--- src/rtl/lms_weight_update.sv ---
// Serial LMS update, one tap per clock: w[k] <= sat(w[k] + ((e*x[k]) >>> MU_SHIFT)); 16 edges after accept, done pulses on the last.
// No backpressure: start while busy is dropped, adap_filter_state low aborts the pass, preload only lands in IDLE.
module lms_weight_update #(
  parameter int NTAP     = 16,
  parameter int MU_SHIFT = 4
) (
  input  logic        clk,
  input  logic        rstn,
  input  logic        adap_filter_state,
  input  logic        start,
  input  logic [9:0]  e,
  input  logic [13:0] reff_0,
  input  logic [13:0] reff_1,
  input  logic [13:0] reff_2,
  input  logic [13:0] reff_3,
  input  logic [13:0] reff_4,
  input  logic [13:0] reff_5,
  input  logic [13:0] reff_6,
  input  logic [13:0] reff_7,
  input  logic [13:0] reff_8,
  input  logic [13:0] reff_9,
  input  logic [13:0] reff_10,
  input  logic [13:0] reff_11,
  input  logic [13:0] reff_12,
  input  logic [13:0] reff_13,
  input  logic [13:0] reff_14,
  input  logic [13:0] reff_15,
  input  logic        weight_ld,
  input  logic [3:0]  weight_ld_idx,
  input  logic [30:0] weight_ld_data,
  output logic [30:0] weight_in_0,
  output logic [30:0] weight_in_1,
  output logic [30:0] weight_in_2,
  output logic [30:0] weight_in_3,
  output logic [30:0] weight_in_4,
  output logic [30:0] weight_in_5,
  output logic [30:0] weight_in_6,
  output logic [30:0] weight_in_7,
  output logic [30:0] weight_in_8,
  output logic [30:0] weight_in_9,
  output logic [30:0] weight_in_10,
  output logic [30:0] weight_in_11,
  output logic [30:0] weight_in_12,
  output logic [30:0] weight_in_13,
  output logic [30:0] weight_in_14,
  output logic [30:0] weight_in_15,
  output logic        busy,
  output logic        done
);

  typedef enum logic {IDLE, UPDATE} state_t;

  state_t      state;
  logic [3:0]  idx;
  logic [9:0]  e_q;
  logic [13:0] x_q  [NTAP];
  logic [13:0] reff [NTAP];
  logic [30:0] w_q  [NTAP];

  logic signed [23:0] e_ext, x_ext, prod, shifted;
  logic        [30:0] w_sel, w_sat;
  logic        [31:0] sum;

  assign reff[0]  = reff_0;   assign reff[1]  = reff_1;
  assign reff[2]  = reff_2;   assign reff[3]  = reff_3;
  assign reff[4]  = reff_4;   assign reff[5]  = reff_5;
  assign reff[6]  = reff_6;   assign reff[7]  = reff_7;
  assign reff[8]  = reff_8;   assign reff[9]  = reff_9;
  assign reff[10] = reff_10;  assign reff[11] = reff_11;
  assign reff[12] = reff_12;  assign reff[13] = reff_13;
  assign reff[14] = reff_14;  assign reff[15] = reff_15;

  assign weight_in_0  = w_q[0];   assign weight_in_1  = w_q[1];
  assign weight_in_2  = w_q[2];   assign weight_in_3  = w_q[3];
  assign weight_in_4  = w_q[4];   assign weight_in_5  = w_q[5];
  assign weight_in_6  = w_q[6];   assign weight_in_7  = w_q[7];
  assign weight_in_8  = w_q[8];   assign weight_in_9  = w_q[9];
  assign weight_in_10 = w_q[10];  assign weight_in_11 = w_q[11];
  assign weight_in_12 = w_q[12];  assign weight_in_13 = w_q[13];
  assign weight_in_14 = w_q[14];  assign weight_in_15 = w_q[15];

  // 24-bit product never overflows (10b x 14b); 32-bit sum of 24b and 31b cannot wrap,
  // so a mismatch between bits 31 and 30 means the result left the 31-bit range.
  always_comb begin
    e_ext   = {{14{e_q[9]}}, e_q};
    x_ext   = {{10{x_q[idx][13]}}, x_q[idx]};
    prod    = e_ext * x_ext;
    shifted = prod >>> MU_SHIFT;
    w_sel   = w_q[idx];
    sum     = {{8{shifted[23]}}, shifted} + {w_sel[30], w_sel};
    w_sat   = sum[30:0];
    if (sum[31] != sum[30])
      w_sat = sum[31] ? 31'h40000000 : 31'h3FFFFFFF;
  end

  always_ff @(posedge clk or negedge rstn) begin
    if (!rstn) begin
      state <= IDLE;
      idx   <= '0;
      busy  <= 1'b0;
      done  <= 1'b0;
      e_q   <= '0;
      for (int k = 0; k < NTAP; k++) begin
        x_q[k] <= '0;
        w_q[k] <= '0;
      end
    end else begin
      done <= 1'b0;
      case (state)
        IDLE: begin
          if (weight_ld) begin
            w_q[weight_ld_idx] <= weight_ld_data;
          end else if (start && adap_filter_state) begin
            e_q <= e;
            for (int k = 0; k < NTAP; k++) x_q[k] <= reff[k];
            idx   <= '0;
            busy  <= 1'b1;
            state <= UPDATE;
          end
        end
        UPDATE: begin
          if (!adap_filter_state) begin
            busy  <= 1'b0;
            state <= IDLE;
          end else begin
            w_q[idx] <= w_sat;
            idx      <= idx + 4'd1;
            if (idx == 4'(NTAP - 1)) begin
              busy  <= 1'b0;
              done  <= 1'b1;
              state <= IDLE;
            end
          end
        end
        default: state <= IDLE;
      endcase
    end
  end

endmodule

--- config.mk ---
export PLATFORM = sky130hd
export DESIGN_NAME = lms_weight_update
export DESIGN_NICKNAME = d
export VERILOG_FILES = /design/src/rtl/lms_weight_update.sv
export SDC_FILE = /design/constraint.sdc
export NUM_CORES = 2
export LEC_CHECK = 0
export ABC_AREA = 1
export CAP_MARGIN = 20
export CORE_AREA = 2 2 301 303
export CTS_BUF_LIST = sky130_fd_sc_hd__clkbuf_16
export DETAILED_ROUTE_END_ITERATION = 8
export DIE_AREA = 0 0 303 305
export PLACE_DENSITY = 0.88
export SYNTH_ARGS = -nofsm -noshare
export SYNTH_HDL_FRONTEND = slang
export SYNTH_SLANG_ARGS = --single-unit
--- constraint.sdc ---
create_clock -name clk -period 26.2 [get_ports clk]
set_input_delay 5.24 -clock clk [delete_from_list [all_inputs] [get_ports clk]]
set_output_delay 5.24 -clock clk [all_outputs]
set_load 0.02 [all_outputs]
==> metrics.log <==
[metrics] outcome: complete, but fails checks
[metrics] fraction of the cycle the final worst path needs: 0.546
[metrics] Worst Clk Skew: about 0.054 ns
[metrics] total half-perimeter wirelength after legalization and detailed placement: between 150,000 and 200,000 um
[metrics] Die Span X: about 300 um
[metrics] Cell Rows: 110
[metrics] clock sinks: 737
[metrics] hold buffers post-CTS: 0
[metrics] Most flops, register: x_q
[metrics] worst relative slew slack: 0.181
[metrics] maxcap violations: 0
[metrics] overflow left after global routing: 0
[metrics] vertical extent of the die: slightly above 300 um
[metrics] number of storage elements in the synthesis netlist: between 700 and 800
[metrics] number of remaining DRC errors: 133
[metrics] critical path type: reg -> reg
[metrics] element type at the critical path end: register
[metrics] number of antenna violations at the first check in global routing: 19
[metrics] cell occurring most often along the worst timing path: sky130_fd_sc_hd__nand2_1
[metrics] cells resized by post-CTS repair: 0
[metrics] global-route wire length before repair: 330,000 um
[metrics] wire length per cell: roughly 28 um
[metrics] max FFs per register: ~220
[metrics] Total Nets Final: approximately 7,400
[metrics] I/O pin count: 772
[metrics] Num CTS Buffers: 83
[metrics] Slew Viols, Final: 0
[metrics] Critical-path top delay cell: sky130_fd_sc_hd__buf_4
[metrics] critical path arrival: about 15 ns
[metrics] number of standard cells after synthesis: 6,393
[metrics] violations in the final reports: DRC
[metrics] Critical Path Source Type: register
[metrics] pin slew with the least headroom to its limit: 1.23 ns
[metrics] number of detailed-routing iterations run before antenna repair: 9
[metrics] time the worst path needs with I/O delays and setup: ~14 ns
[metrics] GRT Overall Usage: 0.481
[metrics] count of vias placed by the detailed router: approximately 53,000
[metrics] effective utilization at floorplan: 0.560
[metrics] CTS root buf: sky130_fd_sc_hd__clkbuf_16
[metrics] combined area of all synthesized cells: about 50,000 um2
[metrics] Seq/Total Area, Yosys: 0.369
[metrics] Avg Cell Area, Syn: 7.82 um2
[metrics] number of enable flip-flop cells after synthesis: 0
[metrics] largest net degree at the start of global routing: 177
[metrics] vias in the first global route: between 50,000 and 60,000
[metrics] critical path peak fanout: ~130
[metrics] most used flip-flop cell after synthesis: sky130_fd_sc_hd__dfrtp_1
[metrics] maximum achievable frequency: roughly 0.07 GHz
[metrics] number of buffer cells added on primary ports: 771
[metrics] worst hold slack across all endpoints: between 0.4 and 0.5 ns
[metrics] post-synth net total: roughly 6,900
[metrics] CTS tree: done
[metrics] setup TNS: 0 ns
[metrics] Finish-stage setup viols: 0
[metrics] required arrival time at the worst endpoint: approximately 27 ns
[metrics] layout cell share with drive strength beyond 1: 0.133
[metrics] clock insertion delay at the later pin of the skew report: 0.67 ns
[metrics] level count of the clock H-tree: 3
[metrics] setup repair after global routing missed its margin: false
[metrics] area enclosed by the die boundary: roughly 92,000 um2
[metrics] slack of the worst reg-to-reg path: roughly 12 ns
[metrics] worst slack after detailed placement: ~12 ns
[metrics] Routed Wire Length: roughly 230,000 um
[metrics] maximum root-to-sink buffer count: 3
[metrics] detail-routed via count per cell: around 6.6
[metrics] number of fillers in the final layout: 7,054
[metrics] warning count from the yosys run: 0
[metrics] synthesis-to-finish area growth: 21.2%
[metrics] Post CTS Setup Buffer Count: 0
[metrics] synth unique cells: slightly above 50
[metrics] last weighted congestion value of the routability-driven placer: 1.01
[metrics] starting DRC count in detailed routing: about 9,600
[metrics] classification of the worst-slack hold path: reg -> reg
[metrics] Final ANT Viol Nets: 0
[metrics] min setup slack post-route: between 10 and 15 ns
[metrics] clock slew at the register clock pins of the worst setup and hold paths: roughly 0.06 ns
[metrics] Std-Cell Core Area: approximately 89,000 um2
[metrics] delay of the slowest cell on the worst path: 0.99 ns
[metrics] async set-reset flop share out of synthesis: 1.00
[metrics] number of endpoints with negative hold slack in the final report: 0
## final timing paths
check	start	to	depth (start not counted)
max	idx[0]	weight_in_2[9]	47
min	x_q[145]	x_q[145]	2
max reg2reg	idx[0]	weight_in_2[9]	47
min reg2reg	x_q[145]	x_q[145]	2
max in group asynchronous	rstn	weight_in_0[13]	3
min in group asynchronous	rstn	x_q[96]	1
## layout by cell type, fill, tap and decap left out, types with 23 or more instances in the layout
cell type	Yosys	final
sky130_fd_sc_hd__nand2_8	30	31
sky130_fd_sc_hd__ha_1	89	89
sky130_fd_sc_hd__buf_4	14	117
sky130_fd_sc_hd__inv_1	442	459
sky130_fd_sc_hd__a32o_1	54	54
sky130_fd_sc_hd__a21oi_2	242	242
sky130_fd_sc_hd__nand3_1	245	245
sky130_fd_sc_hd__dfrtp_1	737	734
sky130_fd_sc_hd__nand3_2	307	306
sky130_fd_sc_hd__a221oi_1	28	28
sky130_fd_sc_hd__fa_1	124	124
sky130_fd_sc_hd__nand2_1	1309	1309
sky130_fd_sc_hd__a21oi_1	977	976
sky130_fd_sc_hd__a22oi_1	29	29
sky130_fd_sc_hd__clkdlybuf4s50_1	0	770
sky130_fd_sc_hd__nor2_1	804	765
sky130_fd_sc_hd__o21ai_0	236	232
sky130_fd_sc_hd__nor2_2	6	30
sky130_fd_sc_hd__o22ai_1	56	56
sky130_fd_sc_hd__clkbuf_16	0	83
sky130_fd_sc_hd__nand4_1	23	23
## stage by stage
step	instances	instance area, um2	utilization
2_1_floorplan	6393	50000	-
3_3_place_gp	7940	57600	0.645
3_5_place_dp	7942	57700	0.646
4_1_cts	8092	60300	0.675
5_1_grt	8107	60600	0.678
6_report	8117	60600	0.678
## cell type report
type / instances / area (um2) / area share
Timing Repair Buffer: 906 / 8910 / 0.147
Clock buffer: 83 / 2080 / 0.0343
Multi-Input combinational cell: 4680 / 27300 / 0.451
Inverter: 458 / 1740 / 0.0287
Sequential cell: 737 / 18500 / 0.305
Clock inverter: 67 / 584 / 0.00964
Tap cell: 1176 / 1470 / 0.0243
Antenna cell: 10 / 25.0 / 0.000413
## kinds of logic after synthesis
group,share of synthesized area
AOI/OAI and AO/OA,0.197
and+or+nand+nor,0.266
adders and majority gates,0.0719
xor gates and xnor gates,0.00736
DFF,0.369
buffers and inverters,0.0894
## metal layers
metal | vias to the layer above | global-route usage | wire length [um]
met1 | 24780 | 0.563 | 72600
met5 | - | 0 | 112
met4 | 20 | 0.418 | 25800
li1 | 22013 | - | -
met3 | 1517 | 0.184 | 35600
met2 | 5055 | 0.686 | 93100
## synth_stat cells, types with 21 or more instances
| cell type | instances | area (um2) |
|---|---|---|
| sky130_fd_sc_hd__a21oi_1 | 977 | 4890 |
| sky130_fd_sc_hd__a21oi_2 | 242 | 2120 |
| sky130_fd_sc_hd__a221oi_1 | 28 | 245 |
| sky130_fd_sc_hd__a22oi_1 | 29 | 218 |
| sky130_fd_sc_hd__a32o_1 | 54 | 541 |
| sky130_fd_sc_hd__buf_1 | 34 | 128 |
| sky130_fd_sc_hd__buf_12 | 22 | 440 |
| sky130_fd_sc_hd__buf_2 | 62 | 310 |
| sky130_fd_sc_hd__buf_6 | 22 | 248 |
| sky130_fd_sc_hd__clkbuf_1 | 349 | 1310 |
| sky130_fd_sc_hd__dfrtp_1 | 737 | 18400 |
| sky130_fd_sc_hd__fa_1 | 124 | 2480 |
| sky130_fd_sc_hd__ha_1 | 89 | 1110 |
| sky130_fd_sc_hd__inv_1 | 442 | 1660 |
| sky130_fd_sc_hd__nand2_1 | 1309 | 4910 |
| sky130_fd_sc_hd__nand2_8 | 30 | 601 |
| sky130_fd_sc_hd__nand3_1 | 245 | 1230 |
| sky130_fd_sc_hd__nand3_2 | 307 | 3070 |
| sky130_fd_sc_hd__nand4_1 | 23 | 144 |
| sky130_fd_sc_hd__nor2_1 | 804 | 3020 |
| sky130_fd_sc_hd__o21ai_0 | 236 | 1180 |
| sky130_fd_sc_hd__o22ai_1 | 56 | 350 |
| sky130_fd_sc_hd__xnor2_1 | 21 | 184 |
| sky130_fd_sc_hd__xor2_1 | 21 | 184 |
## worst max-delay path: cells and delay by family, from the launching register on
kind	cells	cell delay, ns
compound gates	6	1.25
xor+xnor	1	0.28
fa+ha+maj	7	3.16
buf+inv	13	5.28
flops	1	0.52
simple gates	20	3.34
Power is not shown: default switching activity piles up to over one toggle a cycle in this logic, so the estimate is an artifact.
==> edit, RTL diff (config.mk and constraints unchanged) <==
Reset style: synchronous (`rstn`), changed in one clocked block.
--- a/src/rtl/lms_weight_update.sv
+++ b/src/rtl/lms_weight_update.sv
@@ -95,3 +95,3 @@
 
-  always_ff @(posedge clk or negedge rstn) begin
+  always_ff @(posedge clk) begin
     if (!rstn) begin
Behaviour: not the same (Yosys sat finds a counterexample within 4 cycles, from zero or initial values and one cycle with rstn low; the reset may be asserted at any time).
==> edit against the original RTL <==
- the flow still finishes with violations (design-rule violations)
- synthesized area down 14%
- wire length is 23% lower
- design area decreased by 11%
- critical path type unchanged
- sequential share of layout area is 11 points higher
- setup slack gained 3200 ps
- sequential cell count up 4
- count of clock-buffer cells in the layout decreased by 3
Power is left out: it rests on default switching activity, and per cell area and clock period it moved more than threefold.
==> edit: results (changes against the original RTL) <==
[timing]
fin_worst_skew_ps=61.3  ; +7.70 ps
max_slew.worst_pin.slew_ps=1160  ; -64.5 ps

[status]
run_status=finished, violations left
violations=design-rule violations

[synthesis]
synth-compound-area-share_pct=13.7  ; -6.0 points
synth_xor_area_share_pct=0.961  ; +0.22 points
synthTopCellsByCount=edfxtp_1 (720), inv_1 (711), nand2_1 (488), a21oi_1 (413), nor2_1 (403)
synth-edff-count=720  ; +720
synth_ff_type=edfxtp_1
async_reset_ff_share_pct=0  ; -100 points
synth-seq-area-share_pct=51.4  ; +15 points

[clock_network]
cts_inserted_buffers=79  ; -4.8%

[global_routing]
gr-usage-met3_pct=13.1  ; -5.2 points
met1_usage_pct=45.4  ; -11 points
grt_max_degree=166  ; -6.2%
met2_usage_pct=55.7  ; -13 points
groute.usage.overall_pct=37.2  ; -11 points
antenna_found_initial=16  ; -3
grt_first_pass_wirelength_um=248000  ; -25%

[critical_path]
crit_path_max_incr_delay_ps=870  ; -120 ps
arrival_ps=11560  ; -3310 ps

[detailed_routing]
drc_errors=46  ; -65%
drtIter0Drc=6021  ; -37%
wirelength_um=175000  ; -23%

[placed_design]
dpl.hpwl_um=117000  ; -22%
pre_cts_ws_ps=15430  ; +3030 ps
gp_congestion=0.954  ; -5.4%

[finish]
layout-drive-gt1-share_pct=10.4  ; -2.9 points

## edit: cell count changes after synthesis, sizes merged, moves of 196 or more
cell and delta:
clkbuf -196, edfxtp +720, nand3 -338, inv +264
a21oi -630, dfrtp -737, nand2 -825, nor2 -407
## edit: cell families (layout without fill, tap and decap cells)
| group | count (synthesis) | in the layout |
|---|---|---|
| other | 0 | 13 |
| adder cells (fa/ha/maj) | 208 | 208 |
| flip-flops | 741 | 741 |
| AND/OR/NAND/NOR | 1206 | 1206 |
| multiplexers | 151 | 151 |
| XOR/XNOR | 47 | 47 |
| AO/OA/AOI/OAI | 974 | 974 |
| buffers and inverters | 1008 | 1691 |
## edit: stage by stage
| stage | instances | instance area, µm² |
|---|---|---|
| global placement | 6054 | 51200 |
| CTS | 6194 | 53700 |
| finish | 6207 | 53700 |
| detailed placement | 6054 | 51200 |
| global route | 6202 | 53700 |
| floorplan | 4335 | 42900 |
## edit: tightest hold or removal path, stage by stage (launching register included)
cell and delay [ps]:
dfxtp_1 320, nand3_1 100, nor2_1 50
## edit: final cells by class
class                   instances  area [µm²]  area share, %
well taps                    1176        1470           2.74
multi-input cells            2586       16800           31.2
clock inverters                60         542           1.01
inverters                     725        2730           5.08
flip-flops and latches        741       22100           41.0
clock buffers                  80        2000           3.73
diodes                         13        32.5         0.0605
repair buffers                826        8140           15.2
## edit: layer usage
metal	up-vias	routed length, µm
met4	12	14300
li1	15700	-
met5	-	71
met3	852	25700
met1	17700	59000
met2	3187	75600
## edit: worst paths after layout
| kind | endpoint | cells after the start | start | slack (ps) |
|---|---|---|---|---|
| worst min-delay path | done | 2 | idx[3] | 480 |
| worst max register to register | w_q[14][27] | 39 | flop | 15090 |
| worst max-delay path | w_q[14][27] | 39 | flop | 15090 |
| worst min register to register | done | 2 | idx[3] | 480 |
